===== config.mk =====
export PLATFORM = sky130hd
export DESIGN_NAME = soc_bus_fabric
export DESIGN_NICKNAME = d
export VERILOG_FILES = /design/src/rtl/soc_bus_fabric.sv
export SDC_FILE = /design/constraint.sdc
export NUM_CORES = 1
export LEC_CHECK = 0
export CELL_PAD_IN_SITES_DETAIL_PLACEMENT = 0
export CELL_PAD_IN_SITES_GLOBAL_PLACEMENT = 1
export CORE_MARGIN = 3
export CORE_UTILIZATION = 35
export DETAILED_ROUTE_END_ITERATION = 12
export PLACE_DENSITY = 0.85
export SYNTH_ARGS = -nofsm -noshare
export SYNTH_HDL_FRONTEND = slang
export SYNTH_SLANG_ARGS = --single-unit

===== constraint.sdc =====
create_clock -name clk -period 5.75 [get_ports clk]
set_input_delay 1.15 -clock clk [delete_from_list [all_inputs] [get_ports clk]]
set_output_delay 1.15 -clock clk [all_outputs]
set_load 0.05 [all_outputs]

===== src/rtl/soc_bus_fabric.sv =====
// ----------------------------------------------------------------------------
// soc_bus_fabric
//
// Single-master, multi-slave interconnect for the PicoRV32 native memory bus.
// The master request is decoded against NUM_SLAVES base/mask windows. The
// lowest-index window wins when windows overlap. The request is registered
// onto a shared slave bus with a one-hot s_valid. The selected slave's response
// is returned to the master as a one-cycle m_ready strobe.
//
// An access that hits no window is answered by an internal error slave. That
// slave returns DEFAULT_RDATA and records the first offending address in the
// sticky err/err_addr pair.
//
// Optional feature (macro SOC_BUS_TIMEOUT_EN):
//   When the macro is defined, a request that waits TIMEOUT_CYCLES cycles
//   without s_ready is aborted. It is then answered like an unmapped access.
//   Without the macro, the fabric waits indefinitely for s_ready.
//
// Ports:
//   clk, resetn          clock, asynchronous active-low reset
//   m_valid/m_instr/m_addr/m_wdata/m_wstrb   master request (wstrb 0 = read)
//   m_ready/m_rdata      master response (m_rdata held between responses)
//   s_valid[N]           one-hot slave request
//   s_addr/s_wdata/s_wstrb/s_instr  shared slave request fields
//   s_rdata[32*N]/s_ready[N]        per-slave response
//   err/err_addr         sticky error flag and first erroring address
//   err_clr              synchronous clear of err/err_addr
// ----------------------------------------------------------------------------
module soc_bus_fabric #(
   parameter int                        NUM_SLAVES     = 4,
   parameter logic [32*NUM_SLAVES-1:0]  SLAVE_BASE     = {32'h4000_0000, 32'h2000_0000,
                                                          32'h1000_0000, 32'h0000_0000},
   parameter logic [32*NUM_SLAVES-1:0]  SLAVE_MASK     = {4{32'hF000_0000}},
   parameter logic [NUM_SLAVES-1:0]     NARROW_MASK    = 4'b1000,
   parameter logic [31:0]               DEFAULT_RDATA  = 32'hDEAD_BEEF,
   parameter int                        TIMEOUT_CYCLES = 256
) (
   input  logic                       clk,
   input  logic                       resetn,
   input  logic                       m_valid,
   input  logic                       m_instr,
   input  logic [31:0]                m_addr,
   input  logic [31:0]                m_wdata,
   input  logic [3:0]                 m_wstrb,
   output logic                       m_ready,
   output logic [31:0]                m_rdata,
   output logic [NUM_SLAVES-1:0]      s_valid,
   output logic [31:0]                s_addr,
   output logic [31:0]                s_wdata,
   output logic [3:0]                 s_wstrb,
   output logic                       s_instr,
   input  logic [32*NUM_SLAVES-1:0]   s_rdata,
   input  logic [NUM_SLAVES-1:0]      s_ready,
   output logic                       err,
   output logic [31:0]                err_addr,
   input  logic                       err_clr
);

   localparam int IDX_W = (NUM_SLAVES > 1) ? $clog2(NUM_SLAVES) : 1;

   generate
      if (NUM_SLAVES < 1 || NUM_SLAVES > 8 || TIMEOUT_CYCLES < 2) begin : g_bad_cfg
         $error("soc_bus_fabric: invalid parameter configuration");
      end
   endgenerate

   typedef enum logic [2:0] {
      S_IDLE = 3'd0,
      S_REQ  = 3'd1,
      S_RESP = 3'd2,
      S_ERR  = 3'd3,
      S_GAP  = 3'd4
   } state_t;

   state_t             state_reg;
   logic [IDX_W-1:0]   tgt_reg;
   logic [31:0]        req_addr_reg;   // original master address, kept for err_addr

   // ---------------------------------------------------------------------
   // Address decode and per-slave read data split
   // ---------------------------------------------------------------------
   logic [NUM_SLAVES-1:0] hit;
   logic [31:0]           rdata_arr [NUM_SLAVES];

   for (genvar gi = 0; gi < NUM_SLAVES; gi++) begin : g_slave
      assign hit[gi]       = (m_addr & SLAVE_MASK[32*gi +: 32]) == SLAVE_BASE[32*gi +: 32];
      assign rdata_arr[gi] = s_rdata[32*gi +: 32];
   end

   logic             hit_any;
   logic [IDX_W-1:0] hit_idx;

   // Scan from the top down so that the lowest matching index is written last.
   always_comb begin
      hit_any = |hit;
      hit_idx = '0;
      for (int i = NUM_SLAVES - 1; i >= 0; i--) begin
         if (hit[i]) hit_idx = IDX_W'(i);
      end
   end

   // ---------------------------------------------------------------------
   // Byte-lane narrowing: the lowest enabled lane is moved down to lane 0.
   // The address is advanced to that byte.
   // ---------------------------------------------------------------------
   logic [1:0] lane;
   logic       narrow;

   always_comb begin
      lane = 2'd0;
      casez (m_wstrb)
         4'b???1: lane = 2'd0;
         4'b??10: lane = 2'd1;
         4'b?100: lane = 2'd2;
         4'b1000: lane = 2'd3;
         default: lane = 2'd0;
      endcase
      narrow = hit_any && NARROW_MASK[hit_idx] && (m_wstrb != 4'b0000);
   end

`ifdef SOC_BUS_TIMEOUT_EN
   localparam int              TMO_W    = $clog2(TIMEOUT_CYCLES);
   localparam logic [TMO_W-1:0] TMO_LAST = TMO_W'(TIMEOUT_CYCLES - 1);
   logic [TMO_W-1:0] tmo_cnt_reg;
`endif

   // ---------------------------------------------------------------------
   // Control FSM with registered outputs
   // ---------------------------------------------------------------------
   always_ff @(posedge clk or negedge resetn) begin
      if (!resetn) begin
         state_reg    <= S_IDLE;
         tgt_reg      <= '0;
         req_addr_reg <= '0;
         s_valid      <= '0;
         s_addr       <= '0;
         s_wdata      <= '0;
         s_wstrb      <= '0;
         s_instr      <= 1'b0;
         m_ready      <= 1'b0;
         m_rdata      <= '0;
         err          <= 1'b0;
         err_addr     <= '0;
`ifdef SOC_BUS_TIMEOUT_EN
         tmo_cnt_reg  <= '0;
`endif
      end else begin
         // A new error captured in ERR below overrides this clear.
         if (err_clr) begin
            err      <= 1'b0;
            err_addr <= '0;
         end

         case (state_reg)
            S_IDLE: begin
               if (m_valid) begin
                  tgt_reg      <= hit_idx;
                  req_addr_reg <= m_addr;
                  s_instr      <= m_instr;
                  if (narrow) begin
                     s_addr  <= m_addr + {30'd0, lane};
                     s_wdata <= m_wdata >> {lane, 3'b000};
                     s_wstrb <= 4'b0001;
                  end else begin
                     s_addr  <= m_addr;
                     s_wdata <= m_wdata;
                     s_wstrb <= m_wstrb;
                  end
                  if (hit_any) begin
                     s_valid   <= NUM_SLAVES'(1) << hit_idx;
                     state_reg <= S_REQ;
`ifdef SOC_BUS_TIMEOUT_EN
                     tmo_cnt_reg <= '0;
`endif
                  end else begin
                     // Unmapped: nothing reaches a slave, so writes are dropped.
                     state_reg <= S_ERR;
                  end
               end
            end

            S_REQ: begin
               if (s_ready[tgt_reg]) begin
                  m_rdata   <= rdata_arr[tgt_reg];
                  m_ready   <= 1'b1;
                  s_valid   <= '0;
                  state_reg <= S_RESP;
               end
`ifdef SOC_BUS_TIMEOUT_EN
               // s_ready on the expiry cycle takes the branch above.
               else if (tmo_cnt_reg == TMO_LAST) begin
                  s_valid   <= '0;
                  state_reg <= S_ERR;
               end else begin
                  tmo_cnt_reg <= tmo_cnt_reg + 1'b1;
               end
`endif
            end

            S_RESP: begin
               m_ready   <= 1'b0;
               state_reg <= S_GAP;
            end

            S_ERR: begin
               // The error response becomes visible in the GAP cycle.
               m_ready <= 1'b1;
               m_rdata <= DEFAULT_RDATA;
               if (!err || err_clr) begin
                  err      <= 1'b1;
                  err_addr <= req_addr_reg;
               end
               state_reg <= S_GAP;
            end

            S_GAP: begin
               // The master drops m_valid in this cycle, so it is not sampled here.
               m_ready   <= 1'b0;
               state_reg <= S_IDLE;
            end

            default: begin
               m_ready   <= 1'b0;
               s_valid   <= '0;
               state_reg <= S_IDLE;
            end
         endcase
      end
   end

endmodule


**Word-level counts from Yosys, hierarchy flattened**

Cells that the tools add are included.

- Bitwise gates (word level): 3
- Reduce and logical (&&, ||, !) cells: 16
- $add $sub $neg: 1
- Shift operators: 2
- Multiplexer cells: 33
- $lt $le $gt $ge: 3
- Equal/unequal tests: 13

Operator list:

| cell | count |
|---|---|
| 32-bit 2-to-1 mux | 8 |
| 32-bit binary-select mux with 2-bit select | 1 |
| 32-bit case mux with 2 select lines | 1 |
| 32-bit by 2-bit adder with 32-bit output | 1 |
| 32-bit zero test | 1 |
| 32-bit by 5-bit right shift with 32-bit output | 1 |
| 4-bit 2-to-1 mux | 4 |
| 4-bit case mux with 3 select lines | 1 |
| 2-bit 2-to-1 mux | 5 |
| 3-bit case mux with 3 select lines | 1 |
| 2-bit AND reduction | 4 |
| 3-bit by 2-bit == test with 1-bit output (second input constant) | 2 |
| 3-bit == test (second input constant) | 2 |
| 2-bit by 3-bit less-than comparator with 1-bit output (second input constant) | 2 |
| 1-bit 2-to-1 mux | 6 |
| 3-bit 2-to-1 mux | 2 |
| 2-bit inequality test (second input constant) | 3 |
| 2-bit case mux with 3 select lines | 1 |
| 1-bit binary-select mux with 2-bit select | 2 |
| 4-bit by 1-bit == test with 1-bit output (second input constant) | 1 |
| 4-bit by 2-bit == test with 1-bit output (second input constant) | 1 |
| 4-bit by 3-bit == test with 1-bit output (second input constant) | 1 |
| 4-bit == test (second input constant) | 1 |
| 4-bit AND reduction | 1 |
| other kinds (16) | 18 |

- Word-level logic and storage cells: 83
- Output and inout port bits: 139
- Input port bits: 205
- Register bits: 176

**Longest topological paths before layout**

- Depth after elaboration: 10
- Depth in mapped cells: 10
- Depth with buffers taken out: 9

**Worst setup path before layout**

OpenSTA, ideal clock, no wires.

- Path kind: in2reg
- Start point: input port m_wstrb[1]
- End point: register s_addr[20]
- Data arrival time: 3.001 ns
- Buffers on the path: 2
- Library setup time: 0.134 ns
- Required time: 5.616 ns
- Cell stages on the path: 9
- Slack: 2.615 ns
- Path through: clkbuf_1 clkbuf_1 nor3_1 fa_1 and4_1 and3_1 nand3_1 xor2_1 o21ai_0

- Cells in the longest elaborated chain, start to end: 4
- Elaborated cells on any way between the ends: 8
- Those cells by class: add/sub: 1; eq/ne: 3; mux: 2; reduce/logical: 2

Ends and longest elaborated chain:

| element | RTL line | text |
|---|---|---|
| start: declaration | 44 | `input logic [3:0] m_wstrb,` |
| 4-bit == test, or another cell as far along | 111 | `casez (m_wstrb)` |
| 2-bit case mux with 3 select lines | 111 |  |
| 32-bit by 2-bit adder with 32-bit output | 161 | `s_addr <= m_addr + {30'd0, lane};` |
| 32-bit 2-to-1 mux (*) | 160 | `if (narrow) begin` |
| end signal: assignment | 161 |  |
| end signal: assignment | 165 | `s_addr <= m_addr;` |
| end: declaration | 48 | `output logic [31:0] s_addr,` |

Mark *: on every way between the ends. The rest lies on a longest branch, timed or not.
A chain may end at the register's enable or synchronous reset.

**Worst setup path in the final report**

- Start point: input port m_wstrb[2]
- End point: register s_addr[5]

- Cells in the longest elaborated chain, start to end: 4
- Elaborated cells on any way between the ends: 7
- Those cells by class: add/sub: 1; eq/ne: 2; mux: 2; reduce/logical: 2

Ends and longest elaborated chain:

| element | RTL line |
|---|---|
| 4-bit == test / 3-bit == test (equally long branches) | 111 |
| 2-bit case mux with 3 select lines | 111 |
| 32-bit by 2-bit adder with 32-bit output | 161 |
| 32-bit 2-to-1 mux (*) | 160 |

Marked as above.

==> summary.md <==
| Metric | Value |
|---|---|
| Most frequent CP cell | `nor3_1` |
| Period utilization | `67.06%` |
| Global-route met1 utilization | `29.87%` |
| Met2 Use GR | `35.33%` |
| First-pass GRT wire length | `45,350 um` |
| Synthesized area | `8493 um2` |
| Min-Delay Path Class | `reg2reg` |
| Grt ovf | `0` |
| Synth Register Bits | `176` |
| Arrival time of the worst setup path | `4.12 ns` |
| Fin util | `53.96%` |
| Fin. Hold Viols | `0` |
| Initial antenna violation count | `1` |
| Clock-pin slew on the worst setup and hold paths | `0.07 ns` |
| Post-synth ARST share | `100.0%` |
| Hold_buf cts | `0` |
| CP endpoint kind | `flop` |
| I/O Pins | `344` |
| CP peak stage delay | `0.64 ns` |
| Final HPWL DP | `~22,000 um` |
| Worst-Skew Late Latency | `around 0.42 ns` |
| Area of the multi-input gates | `3799 um2` |
| Initial Utilization | `35.86%` |
| CP startpoint kind | `input pin` |
| Max-cap violations | `0` |
| Sequential share of the synthesized area | `51.86%` |
| Clk root buf | `clkbuf_16` |
| RePlAce Congestion | `about 0.89` |
| Commonest non-fill, non-tap cells in the layout | `clkdlybuf4s50_1, nand2_1, dfrtp_1, o21ai_0, mux4_2` |
| Post-synth EDFFs | `0` |
| Slew headroom | `23.39%` |
| # fillers | `roughly 2,200` |
| TritonRoute pass-1 iters | `5` |
| Gr usage total | `22.25%` |
| Register area | `4405 um2` |
| Setup TNS | `0 ns` |
| Setup Fix Bufs, Post-CTS | `0` |
| Layout cell share with drive strength beyond 1 | `7.095%` |
| Critical path buffers and inverters | `1` |
| Post-route ant nets | `0` |
| Drt wl/cell | `19.57 um` |
| DIE WIDTH | `161.8 um` |
| Num CTS Buffers | `17` |
| Number of setup violations in the final report | `0` |
| Slowest-stage cell, CP | `clkdlybuf4s50_1` |
| CP Class | `in2reg` |
| Routed wire length | `29,430 um` |
| Post-CTS resize count | `0` |
| Crit-path cells | `clkdlybuf4s50_1, nor2_1, nor3_1, ha_1, a21oi_1, nor3_1, nand4_1, xor2_1, o21ai_0` |
| DRC Markers | `0` |
| Status | `complete, no violations` |
| Worst vdd ir | `0.3227 mV` |
| # clock sinks | `176` |
| Met3 Resource Use GR | `5.942%` |
| Count of input and output buffers | `343` |
| H-tree levels | `4` |
| Grt peak-use layer | `met2` |
| Avg Cell Area, Syn | `9.876 um2` |
| Commonest non-fill, non-tap cell in the layout | `clkdlybuf4s50_1` |
| Worst slew pin tran | `1.146 ns` |
| DIE AREA | `26,170 um2` |
| Clock buffer depth | `2` |
| Leak Pwr | `5.276 nW` |
| Number of global-route vias before repair | `7,876` |
| # rows | `56` |
| CP Max Fanout | `13` |
| CP top delay family | `simple AND/OR/NAND/NOR gates` |
| Number of nets in the layout | `1,379` |
| Final min period | `between 3 and 4 ns` |
| Area of the core | `roughly 24,000 um2` |
| CTS tree | `yes` |
| Vias per inst | `5.084` |
| Maximum clock frequency | `259.4 MHz` |
| Ys flop type | `dfrtp_1` |
| Largest net degree at the start of global routing | `97` |
| Synth cell types | `45` |
| Via count | `7,647` |
| Post-Syn Instances | `860` |
| DRT iter0 DRCs | `422` |
| Ys Warns | `0` |
| Mapped Nets | `1,068` |
| Pwr/cell area | `538.1 nW/um2` |
| Die height | `161.8 um` |
| Unrepaired setup endpoints after global routing | `false` |
| WP data required | `6.01 ns` |
| Area grow syn2layout | `50.47%` |
| Slew Viols, Final | `0` |
| Clock skew | `~0.012 ns` |
-- per-stage QoR --
| stage | cell area (um2) | hold slack (ns) | worst slack (ns) | power (W) | instances |
|---|---|---|---|---|---|
| after global placement | 12170 | 0.4506 | 1.578 | 0.005670 | 1471 |
| after CTS | 12780 | 0.4735 | 1.918 | 0.006939 | 1503 |
| after global routing | 12780 | 0.4898 | 1.603 | 0.007250 | 1504 |
| after detailed placement | 12170 | 0.4548 | 1.476 | 0.005708 | 1471 |
| final | 12780 | 0.4691 | 1.894 | 0.006877 | 1504 |
| after floorplan | 8493 | 0.4455 | 2.615 | 0.004369 | 860 |
-- Yosys cell counts (2+ instances only) --
cell type  instances  area (um2)
a32o_1             3       30.03
buf_1              3       11.26
clkbuf_1          47       176.4
nand2_1          259       972.2
a31oi_1            2       12.51
xnor2_1            6       52.55
a21oi_1           13       65.06
a211oi_1           8       60.06
inv_1             14       52.55
buf_2              9       45.04
nand2b_1           3       18.77
nand3_1           26       130.1
mux4_2            33       743.2
and2_1             4       25.02
o22ai_1           17       106.4
o41ai_1            2       17.52
a22o_1            12       105.1
buf_6              2       22.52
dfrtp_1          176        4404
and3_1             8       50.05
ha_1               2       25.02
nor3_1             6       30.03
xor2_1            22       192.7
nand4_1            9       56.30
and4_1             6       52.55
or3_1              2       12.51
o22a_1            19       166.4
o21ai_0           90       450.4
a221oi_1           8       70.07
nor2_1            25       93.84
nor2b_1            2       12.51
mux2i_1            9       90.09
-- per-layer routing --
layer  part of all wire [%]  wire length (um)
met4                    2.1               607
met2                     47             13960
met5                      0                 0
met1                     44             12870
met3                    6.8              1998
-- cells by family after synthesis --
| family | after synthesis | synth area share, % |
|---|---|---|
| XOR/XNOR | 28 | 2.887 |
| flip-flops | 176 | 51.86 |
| buffers and inverters | 76 | 3.668 |
| AO/OA/AOI/OAI | 177 | 13.04 |
| multiplexers | 42 | 9.811 |
| adder cells (fa/ha/maj) | 3 | 0.5303 |
| AND/OR/NAND/NOR | 358 | 18.21 |
-- final timing paths --
check	from	end	slack, ns	depth (start not counted)
hold reg to reg	s_wdata[27]$_DFFE_PN0P_	s_wdata[27]$_DFFE_PN0P_	0.47	2
min in group asynchronous	resetn	m_rdata[12]$_DFFE_PN0P_	0.80	1
hold / removal	s_wdata[27]$_DFFE_PN0P_	s_wdata[27]$_DFFE_PN0P_	0.47	2
setup reg to reg	tgt_reg[1]$_DFFE_PN0P_	m_rdata[31]$_DFFE_PN0P_	3.23	4
max in group asynchronous	resetn	s_addr[25]$_DFFE_PN0P_	3.80	2
setup / recovery	m_wstrb[2]	s_addr[5]$_DFFE_PN0P_	1.89	9
-- where the power goes --
group / internal (W) / leakage (nW) / switching (W)
registers: 0.00175 / 2.19 / 0.000311
clock network: 0.000692 / 0.292 / 0.000517
logic: 0.00126 / 2.80 / 0.00235
-- tightest hold or removal path: stages (launching register included) --
cell and delay, ns:
dfrtp_1 0.34, nand2_1 0.05, nand2_1 0.05
-- area by class of cell --
| type | count | area share [%] |
|---|---|---|
| Inverter | 15 | 0.4406 |
| Clock inverter | 14 | 1.380 |
| Tap cell | 319 | 3.123 |
| Multi-Input combinational cell | 608 | 29.72 |
| Timing Repair Buffer | 353 | 27.48 |
| Sequential cell | 176 | 34.47 |
| Antenna cell | 1 | 0.01958 |
| Clock buffer | 18 | 3.358 |
Note: power is estimated with default switching activity, not from simulation.
